[src/rtl/uart_proto_pkg.sv]
// Shared protocol definitions for the UART response framer: command codes,
// ASCII constants, frame geometry, FSM state encoding and the const-ROM
// entry format. The checksum field is present only with UART_RESP_CKSUM_EN.
package uart_proto_pkg;

  localparam logic [7:0] CMD_STATUS = 8'h10;
  localparam logic [7:0] CMD_READ   = 8'h11;
  localparam logic [7:0] CMD_WRITE  = 8'h20;
  localparam logic [7:0] CMD_ACK    = 8'h21;

  localparam logic [7:0] CH_LBRK  = 8'h5B;
  localparam logic [7:0] CH_RBRK  = 8'h5D;
  localparam logic [7:0] CH_COLON = 8'h3A;
  localparam logic [7:0] CH_SPACE = 8'h20;
  localparam logic [7:0] CH_NL    = 8'h0A;

  // "[CMD:hh] [LEN:hhhh] [" is always 21 bytes; the suffix depends on the build
  localparam int PRE_LEN = 21;
`ifdef UART_RESP_CKSUM_EN
  localparam int SUF_LEN = 13;
`else
  localparam int SUF_LEN = 2;
`endif
  localparam int FIXED_LEN = PRE_LEN + SUF_LEN;
  localparam int IDX_W     = 6;

  typedef enum logic [1:0] {
    ST_IDLE,
    ST_PREFIX,
    ST_PAYLOAD,
    ST_SUFFIX
  } state_e;

  // ROM slot kind: a literal character or a hex nibble taken from frame state
  typedef enum logic [3:0] {
    SL_LIT,
    SL_CMD_HI,
    SL_CMD_LO,
    SL_LEN_3,
    SL_LEN_2,
    SL_LEN_1,
    SL_LEN_0,
    SL_CK_HI,
    SL_CK_LO
  } slot_e;

  typedef struct packed {
    slot_e      slot;
    logic [7:0] ch;
  } rom_ent_t;

  // Uppercase ASCII hex digit
  function automatic logic [7:0] hex_ascii(input logic [3:0] n);
    return (n < 4'd10) ? (8'h30 + {4'h0, n}) : (8'h37 + {4'h0, n});
  endfunction

endpackage

[src/rtl/uart_frame_const_rom.sv]
// Fixed PREFIX (indices 0..20) and SUFFIX (21..) characters of a response
// frame, with hex-digit positions flagged by slot kind. The checksum field of
// the suffix exists only with UART_RESP_CKSUM_EN.
module uart_frame_const_rom
  import uart_proto_pkg::*;
(
  input  logic [IDX_W-1:0] idx,
  output rom_ent_t         ent
);

  // Index decode into literal char or hex slot
  always_comb begin
    ent = '{slot: SL_LIT, ch: 8'h00};
    case (idx)
      6'd0:  ent.ch = CH_LBRK;
      6'd1:  ent.ch = "C";
      6'd2:  ent.ch = "M";
      6'd3:  ent.ch = "D";
      6'd4:  ent.ch = CH_COLON;
      6'd5:  ent.slot = SL_CMD_HI;
      6'd6:  ent.slot = SL_CMD_LO;
      6'd7:  ent.ch = CH_RBRK;
      6'd8:  ent.ch = CH_SPACE;
      6'd9:  ent.ch = CH_LBRK;
      6'd10: ent.ch = "L";
      6'd11: ent.ch = "E";
      6'd12: ent.ch = "N";
      6'd13: ent.ch = CH_COLON;
      6'd14: ent.slot = SL_LEN_3;
      6'd15: ent.slot = SL_LEN_2;
      6'd16: ent.slot = SL_LEN_1;
      6'd17: ent.slot = SL_LEN_0;
      6'd18: ent.ch = CH_RBRK;
      6'd19: ent.ch = CH_SPACE;
      6'd20: ent.ch = CH_LBRK;
      6'd21: ent.ch = CH_RBRK;
`ifdef UART_RESP_CKSUM_EN
      6'd22: ent.ch = CH_SPACE;
      6'd23: ent.ch = CH_LBRK;
      6'd24: ent.ch = "C";
      6'd25: ent.ch = "K";
      6'd26: ent.ch = "S";
      6'd27: ent.ch = "U";
      6'd28: ent.ch = "M";
      6'd29: ent.ch = CH_COLON;
      6'd30: ent.slot = SL_CK_HI;
      6'd31: ent.slot = SL_CK_LO;
      6'd32: ent.ch = CH_RBRK;
      6'd33: ent.ch = CH_NL;
`else
      6'd22: ent.ch = CH_NL;
`endif
      default: ;
    endcase
  end

endmodule

[src/rtl/uart_response_framer.sv]
// Streams an ASCII response frame "[CMD:hh] [LEN:hhhh] [<payload>]..." to a
// UART byte sink through a single registered output slot (1 byte/cycle when
// the sink is always ready). Define UART_RESP_CKSUM_EN to append the
// " [CKSUM:hh]" field; otherwise the frame ends with "]\n".
module uart_response_framer
  import uart_proto_pkg::*;
#(
  parameter int MAX_LEN = 128
) (
  input  logic        clk,
  input  logic        rst_n,
  input  logic [7:0]  req_cmd,
  input  logic [15:0] req_len,
  input  logic        req_valid,
  output logic        req_ready,
  input  logic [7:0]  pl_data,
  input  logic        pl_valid,
  output logic        pl_ready,
  output logic [7:0]  uart_tx_data,
  output logic        uart_tx_valid,
  input  logic        uart_tx_ready,
  output logic        busy,
  output logic        frame_done,
  output logic        err_len
);

  localparam logic [IDX_W-1:0] PRE_LAST  = IDX_W'(PRE_LEN - 1);
  localparam logic [IDX_W-1:0] FRAME_END = IDX_W'(FIXED_LEN);

  state_e           state_q, state_d;
  logic [IDX_W-1:0] pos_q, pos_d;
  logic [15:0]      cnt_q, cnt_d;
  logic [7:0]       cmd_q, cmd_d;
  logic [15:0]      len_q, len_d;
  logic [7:0]       tx_data_q, tx_data_d;
  logic             tx_valid_q, tx_valid_d;
  logic             err_q, err_d;
  logic             init_q;
`ifdef UART_RESP_CKSUM_EN
  logic [7:0]       cksum_q, cksum_d;
`endif

  rom_ent_t   rom_ent;
  logic [7:0] rom_char;
  logic       load;
  logic       accept;
  logic       len_bad;

  uart_frame_const_rom u_rom (
    .idx (pos_q),
    .ent (rom_ent)
  );

  // Output slot can take a new byte when empty or draining this cycle
  assign load    = !tx_valid_q || uart_tx_ready;
  assign accept  = req_valid && req_ready;
  assign len_bad = 32'(req_len) > 32'(MAX_LEN);

  // Resolve hex slots of the fixed text against the captured request
  always_comb begin
    rom_char = rom_ent.ch;
    case (rom_ent.slot)
      SL_CMD_HI: rom_char = hex_ascii(cmd_q[7:4]);
      SL_CMD_LO: rom_char = hex_ascii(cmd_q[3:0]);
      SL_LEN_3:  rom_char = hex_ascii(len_q[15:12]);
      SL_LEN_2:  rom_char = hex_ascii(len_q[11:8]);
      SL_LEN_1:  rom_char = hex_ascii(len_q[7:4]);
      SL_LEN_0:  rom_char = hex_ascii(len_q[3:0]);
`ifdef UART_RESP_CKSUM_EN
      SL_CK_HI:  rom_char = hex_ascii(cksum_q[7:4]);
      SL_CK_LO:  rom_char = hex_ascii(cksum_q[3:0]);
`endif
      default: ;
    endcase
  end

  // State and datapath registers
  always_ff @(posedge clk or negedge rst_n) begin
    if (!rst_n) begin
      state_q    <= ST_IDLE;
      pos_q      <= '0;
      cnt_q      <= '0;
      cmd_q      <= '0;
      len_q      <= '0;
      tx_data_q  <= '0;
      tx_valid_q <= 1'b0;
      err_q      <= 1'b0;
      init_q     <= 1'b0;
`ifdef UART_RESP_CKSUM_EN
      cksum_q    <= '0;
`endif
    end else begin
      state_q    <= state_d;
      pos_q      <= pos_d;
      cnt_q      <= cnt_d;
      cmd_q      <= cmd_d;
      len_q      <= len_d;
      tx_data_q  <= tx_data_d;
      tx_valid_q <= tx_valid_d;
      err_q      <= err_d;
      init_q     <= 1'b1;
`ifdef UART_RESP_CKSUM_EN
      cksum_q    <= cksum_d;
`endif
    end
  end

  // Next state, output-slot loading and checksum accumulation
  always_comb begin
    state_d    = state_q;
    pos_d      = pos_q;
    cnt_d      = cnt_q;
    cmd_d      = cmd_q;
    len_d      = len_q;
    tx_data_d  = tx_data_q;
    tx_valid_d = load ? 1'b0 : tx_valid_q;
    err_d      = 1'b0;
`ifdef UART_RESP_CKSUM_EN
    cksum_d    = cksum_q;
`endif
    case (state_q)
      ST_IDLE: begin
        if (accept) begin
          if (len_bad) begin
            err_d = 1'b1;
          end else begin
            // ROM entry 0 is the literal "[", so it needs no captured state
            cmd_d      = req_cmd;
            len_d      = req_len;
            cnt_d      = '0;
            tx_data_d  = rom_char;
            tx_valid_d = 1'b1;
            pos_d      = IDX_W'(1);
            state_d    = ST_PREFIX;
`ifdef UART_RESP_CKSUM_EN
            cksum_d    = req_cmd + req_len[7:0] + req_len[15:8];
`endif
          end
        end
      end
      ST_PREFIX: begin
        if (load) begin
          tx_data_d  = rom_char;
          tx_valid_d = 1'b1;
          pos_d      = pos_q + IDX_W'(1);
          if (pos_q == PRE_LAST)
            state_d = (len_q == 16'd0) ? ST_SUFFIX : ST_PAYLOAD;
        end
      end
      ST_PAYLOAD: begin
        if (pl_valid && pl_ready) begin
          tx_data_d  = pl_data;
          tx_valid_d = 1'b1;
          cnt_d      = cnt_q + 16'd1;
`ifdef UART_RESP_CKSUM_EN
          cksum_d    = cksum_q + pl_data;
`endif
          if (cnt_q + 16'd1 == len_q) state_d = ST_SUFFIX;
        end
      end
      ST_SUFFIX: begin
        if (pos_q != FRAME_END) begin
          if (load) begin
            tx_data_d  = rom_char;
            tx_valid_d = 1'b1;
            pos_d      = pos_q + IDX_W'(1);
          end
        end else if (frame_done) begin
          state_d = ST_IDLE;
          pos_d   = '0;
        end
      end
      default: state_d = ST_IDLE;
    endcase
  end

  // Handshake and status outputs
  always_comb begin
    req_ready  = init_q && (state_q == ST_IDLE);
    busy       = (state_q != ST_IDLE);
    pl_ready   = (state_q == ST_PAYLOAD) && load;
    frame_done = (state_q == ST_SUFFIX) && (pos_q == FRAME_END) &&
                 tx_valid_q && uart_tx_ready;
  end

  assign uart_tx_data  = tx_data_q;
  assign uart_tx_valid = tx_valid_q;
  assign err_len       = err_q;

endmodule

[config.mk]
export PLATFORM = sky130hd
export DESIGN_NAME = uart_response_framer
export DESIGN_NICKNAME = d
export VERILOG_FILES = /design/src/rtl/uart_proto_pkg.sv /design/src/rtl/uart_frame_const_rom.sv /design/src/rtl/uart_response_framer.sv
export SDC_FILE = /design/constraint.sdc
export NUM_CORES = 1
export LEC_CHECK = 0
export CAP_MARGIN = 5
export CORE_MARGIN = 10
export CORE_UTILIZATION = 53
export CTS_BUF_LIST = sky130_fd_sc_hd__clkbuf_4
export DETAILED_ROUTE_END_ITERATION = 8
export GPL_TIMING_DRIVEN = 0
export HOLD_SLACK_MARGIN = 0.06
export PLACE_DENSITY_LB_ADDON = 0.3
export SKIP_CTS_REPAIR_TIMING = 1
export SLEW_MARGIN = 25
export SYNTH_ARGS = -nofsm -noshare
export SYNTH_HDL_FRONTEND = slang
export SYNTH_SLANG_ARGS = --single-unit
export TNS_END_PERCENT = 30
[constraint.sdc]
create_clock -name clk -period 7.2 [get_ports clk]
set_input_delay 0.72 -clock clk [delete_from_list [all_inputs] [get_ports clk]]
set_output_delay 0.72 -clock clk [all_outputs]
set_load 0.05 [all_outputs]
* After elaboration in Yosys (flattened, before gate mapping)
Index checks and enable logic that the tools add are counted.
** Word-level totals
- Output and inout port bits :: 14
- Word-level logic and storage cells :: 144
- Input port bits :: 37
- Flip-flop bits (word level) :: 59
** Operators by class
- Eq/ne operators :: 44
- Multiplexer cells :: 45
- Reductions and logical operators :: 24
- $lt $le $gt $ge :: 7
- $add $sub $neg :: 14
- Bitwise logic cells :: 1
** Operator list (number)
- $add A6 B4 Y7 const A :: 12
- $pmux W7 S11 :: 1
- $eq A6 B4 Y1 const B :: 8
- $eq A6 B5 Y1 const B :: 8
- $mux W16 :: 3
- $pmux W8 S6 :: 1
- $mux W7 :: 6
- $mux W8 :: 5
- $pmux W16 S2 :: 1
- $pmux W8 S4 :: 1
- $mux W6 :: 5
- $eq A6 B3 Y1 const B :: 4
- $lt A4 B4 Y1 const B :: 6
- $ne A2 B2 Y1 const B :: 9
- $pmux W3 S6 :: 1
- $pmux W6 S3 :: 1
- $add A16 B1 Y16 const B :: 1
- $eq A16 B16 Y1 :: 1
- $gt A16 B8 Y1 const B :: 1
- $logic_not A16 Y1 :: 1
- $mux W2 :: 8
- $eq A4 B3 Y1 const B :: 3
- $eq A6 B2 Y1 const B :: 2
- $reduce_and A4 Y1 :: 3
- other kinds (23) :: 43

* Depth between registers and ports, before layout
- Depth after elaboration :: 7
- Gate-level depth with buffers :: 10
- Depth with buffers taken out :: 8

* By module
A second synthesis with hierarchy kept.
** Unflattened totals
- Cell total of the unflattened synthesis :: 558
- Area total of the unflattened synthesis :: 4559.4 sq um
** Modules (own cells, without submodules)
- uart_response_framer :: seq. area each 1476.4 sq um, times used 1, area each 4102.7 sq um, cells an instance 485
- uart_frame_const_rom :: seq. area each 0.0 sq um, times used 1, area each 456.7 sq um, cells an instance 73

* Worst setup path before layout
Ideal clock, no wire load.
- Path kind :: reg2reg
- Start :: reg state_q[1]
- End :: reg pos_q[4]
- Arrival :: 2.917 ns
- Clock period less this slack :: 3.028 ns
- Buffers on the path :: 1
- Setup time :: 0.110 ns
- Required time :: 7.090 ns
- Cell stages (with the launch flop) :: 10
- Setup slack :: 4.172 ns
- Path through :: dfrtp_1 > inv_1 > ha_1 > and2_1 > nand2_1 > or3_1 > clkbuf_1 > a221o_1 > or2_1 > o41ai_1
** On the way
- Elaborated cells on any way between the ends :: 14
- Those cells by class :: eq/ne (5); mux (1); reduce/logical (8)
** RTL lines
- from (decl) :: line uart_response_framer.sv:30 : state_e state_q, state_d;
- from (signal assigned) :: line uart_response_framer.sv:93 : state_q <= state_d;
- $logic_not A2 Y1 :: line uart_response_framer.sv:179 : req_ready = init_q && (state_q == ST_IDLE);
- $logic_and A1 B1 Y1 :: line uart_response_framer.sv:179
- via req_ready :: line uart_response_framer.sv:15 : output logic req_ready,
- $logic_and A1 B1 Y1 :: line uart_response_framer.sv:56 : assign accept = req_valid && req_ready;
- $ne A2 B2 Y1 (no source line)
- $reduce_and A4 Y1 (no source line)
- to (signal assigned) :: line uart_response_framer.sv:94 : pos_q <= pos_d;
- to (decl) :: line uart_response_framer.sv:31 : logic [IDX_W-1:0] pos_q, pos_d;
The timed path passes the listed nets, and every way through them passes these cells.
A chain may end at the register's enable or synchronous reset.

* Worst setup path after layout
- Start :: reg pos_q[0]
- End :: out frame_done
** On the way
- Cells in the longest elaborated chain, start to end :: 4
** Ends and longest elaborated chain
- $eq A6 B5 Y1 :: line uart_response_framer.sv:182 : frame_done = (state_q == ST_SUFFIX) && (pos_q == FRAME_END) &&
- $logic_and A1 B1 Y1 (2 in a row) :: line uart_response_framer.sv:182
- $logic_and A1 B1 Y1 :: line uart_response_framer.sv:183 : tx_valid_q && uart_tx_ready;
- to (decl) :: line uart_response_framer.sv:23 : output logic frame_done,
Every way passes these cells.

==> results.yml <==
clock_network:
  cts_buffers: 9
  clk_latency_ns: 0.41
  htreeDepth: 3
  tritoncts: "built"
  clockBufferDepth: 2
  cts_root_buffer: "clkbuf_4"
  clock_sinks: 59
  clkTransAtPathRegs_ns: 0.11
yosys:
  synthArstFlopShare: 1.00
  synthTopCellsByArea: "dfrtp_1 (31%), o21ai_0 (6.0%), nand2_1 (5.9%)"
  yosysMostFrequentCell: "nand2_1"
  syn-cell-area_sq_um: 4750
  synth_cell_types: 65
  syn-mean-instance-area_sq_um: 7.81
  synth_flop_cell: "dfrtp_1"
  synth_edf_count: 0
  synth_commonest_cells: "nand2_1 (74), dfrtp_1 (59), o21ai_0 (57)"
  syn_inst: 608
  synth_top_area_share: 0.311
  synth_warnings: 0
  yosysTopAreaCell: "dfrtp_1"
  synth_seq_cells: 59
  ys_seq_area_frac: 0.311
  synth_nets: 664
setup_path:
  reg2reg_depth: 10
  path_max_fanout: 10
  r2r_end: "cnt_q[14]$_DFFE_PN0P_"
  cp_cell_sequence: "ha_1, clkbuf_1, nand3_1, nor3_1, clkdlybuf4s50_1"
  critical_path_class: "reg2out"
  arrival_ns: 2.82
  critPathLaunchType: "flip-flop"
  cp_slowest_cell: "clkdlybuf4s50_1"
  r2r_slack_ns: 3.88
  crit_family: "buffers and inverters"
  r2r-start: "state_q[1]$_DFFE_PN0P_"
  crit_start: "pos_q[0]$_DFFE_PN0P_"
  cp-end-kind: "primary output"
  cp.required_ns: 6.48
  cp_num_buf_inv: 2
  crit_path_max_incr_delay_ns: 0.84
power:
  ir_drop_mv: 0.112
  p_leak_nw: 2.27
  powerDensity_nw_per_um2: 275
detailed_routing:
  ant_nets: 0
  firstDrtPassIters: 7
  viasPerCell: 6.20
  wl_per_cell_um: 17.9
  drt_iter0_drc: 452
  totalWireLength_mm: 14.0
  vias: 4851
  drc: 0
grt:
  grt_pass1_vias: 4686
  gr-total-overflow: 0
  antenna_found_initial: 0
  grt.total_usage: 0.211
  grt_max_degree: 34
  grt_pass1_wl_mm: 23.0
placement:
  place_inst: 767
  hpwlAfterDp_mm: 10.7
  portBuffers: 50
  gp_congestion: 0.882
floorplan:
  dieWidth_um: 115
  die_h_um: 115
  fp.dieArea_sq_um: 13100
  ios: 51
  initial_core_util: 0.544
  num_rows: 34
  core_area_sq_um: 8720
timing:
  fmax_mhz: 283
  rsz0062_at_grt: "false"
  hold_viol: 0
  final_max_slew_viol_count: 0
  fin_tns_setup_ns: 0
  fin_crit_sh: 0.491
  tightest_slew_ns: 0.842
  min_period_ns: 3.54
  relSlewSlack: 0.435
  finalSetupViolations: 0
  finClkSkew_ns: 0.0134
flow_run:
  cap_violations: 0
cells_and_area:
  antenna_cells: 0
  drive_gt1_frac: 0.0490
  num-nets-final: 726
  syn_to_final_growth_pct: 17.0
  stdcell_count: 782
worst_hold_path:
  hp-class: "in2async"
run_status:
  status: "completed"
-- per-stage QoR --
stage | hold WS, ns | power (mW) | setup slack, ns | instance area (sq um) | utilization
2_1_floorplan | 0.424 | 0.990 | 4.17 | 4750 | -
3_3_place_gp | 0.460 | 1.23 | 3.51 | 5380 | 0.617
4_1_cts | 0.216 | 1.52 | 3.68 | 5550 | 0.637
5_1_grt | 0.210 | 1.63 | 3.47 | 5550 | 0.637
6_report | 0.206 | 1.53 | 3.66 | 5550 | 0.637
3_5_place_dp | 0.488 | 1.25 | 3.48 | 5400 | 0.619
-- per-layer routing --
layer / part of all wire / GRT usage
met5: 0 / 0
met2: 0.47 / 0.335
met4: 0.014 / 0.0677
met1: 0.44 / 0.283
met3: 0.071 / 0.0388
-- flip-flops by register name (all words and copies together), names as in the netlist --
| register | flops |
|---|---|
| cnt_q | 16 |
| len_q | 16 |
| cmd_q | 8 |
| uart_tx_data | 8 |
| pos_q | 6 |
| state_q | 2 |
| err_len | 1 |
| init_q | 1 |
| uart_tx_valid | 1 |
-- how the worst max path moves through the flow --
stage | end | cells past startpoint | slack [ns]
finish | frame_done | 5 | 3.66
global route | frame_done | 5 | 3.47
CTS | frame_done | 5 | 3.68
detailed placement | cnt_q[3]$_DFFE_PN0P_ | 9 | 3.48
global placement | cmd_q[1]$_DFFE_PN0P_ | 1 | 3.51
floorplan | pos_q[4]$_DFFE_PN0P_ | 9 | 4.17
-- layout make-up --
| cell class | count | area (sq um) |
|---|---|---|
| fillers | 783 | 3170 |
| multi-input cells | 474 | 2980 |
| flip-flops and latches | 59 | 1480 |
| repair buffers | 51 | 518 |
| plain buffers | 47 | 181 |
| well taps | 108 | 135 |
| inverters | 28 | 105 |
| clock inverters | 5 | 78.8 |
| clock buffers | 10 | 75.1 |
-- cell usage in the layout (no fill, tap or decap), types with 3 or more instances in the layout --
master / instances
a311oi_1: 4
clkbuf_1: 42
or3_1: 5
nor3_1: 16
a21boi_0: 3
dfrtp_1: 59
and2_1: 10
xnor2_1: 21
nand2b_1: 15
xor2_1: 6
or4_1: 5
nand3_1: 20
a31oi_1: 7
nand2_1: 74
o31ai_1: 12
ha_1: 19
o22ai_1: 6
buf_2: 4
inv_1: 28
a41oi_1: 3
a211oi_1: 13
o41ai_1: 11
and3_1: 3
nor2_1: 45
mux2i_1: 9
nor4_1: 8
nand4_1: 8
a21oi_1: 31
nor3b_1: 3
clkbuf_4: 10
nand4bb_1: 3
nor2b_1: 9
a211o_1: 5
o21ai_0: 57
clkdlybuf4s50_1: 49
-- power by group --
| part | switching, mW | internal, mW |
|---|---|---|
| Combinational | 0.544 | 0.294 |
| Clock | 0.129 | 0.142 |
| Sequential | 0.0406 | 0.379 |
-- logic make-up (layout without fill, tap and decap cells) --
group,count (synthesis),in the layout,share of synthesized area
xor gates and xnor gates,27,27,0.0498
buffers and inverters,75,141,0.0604
DFF,59,59,0.311
AOI/OAI and AO/OA,173,173,0.234
muxes,10,10,0.0214
and+or+nand+nor,244,244,0.272
adders and majority gates,19,19,0.0501
other,1,1,0.000790
(Power assumes the default switching activity.)
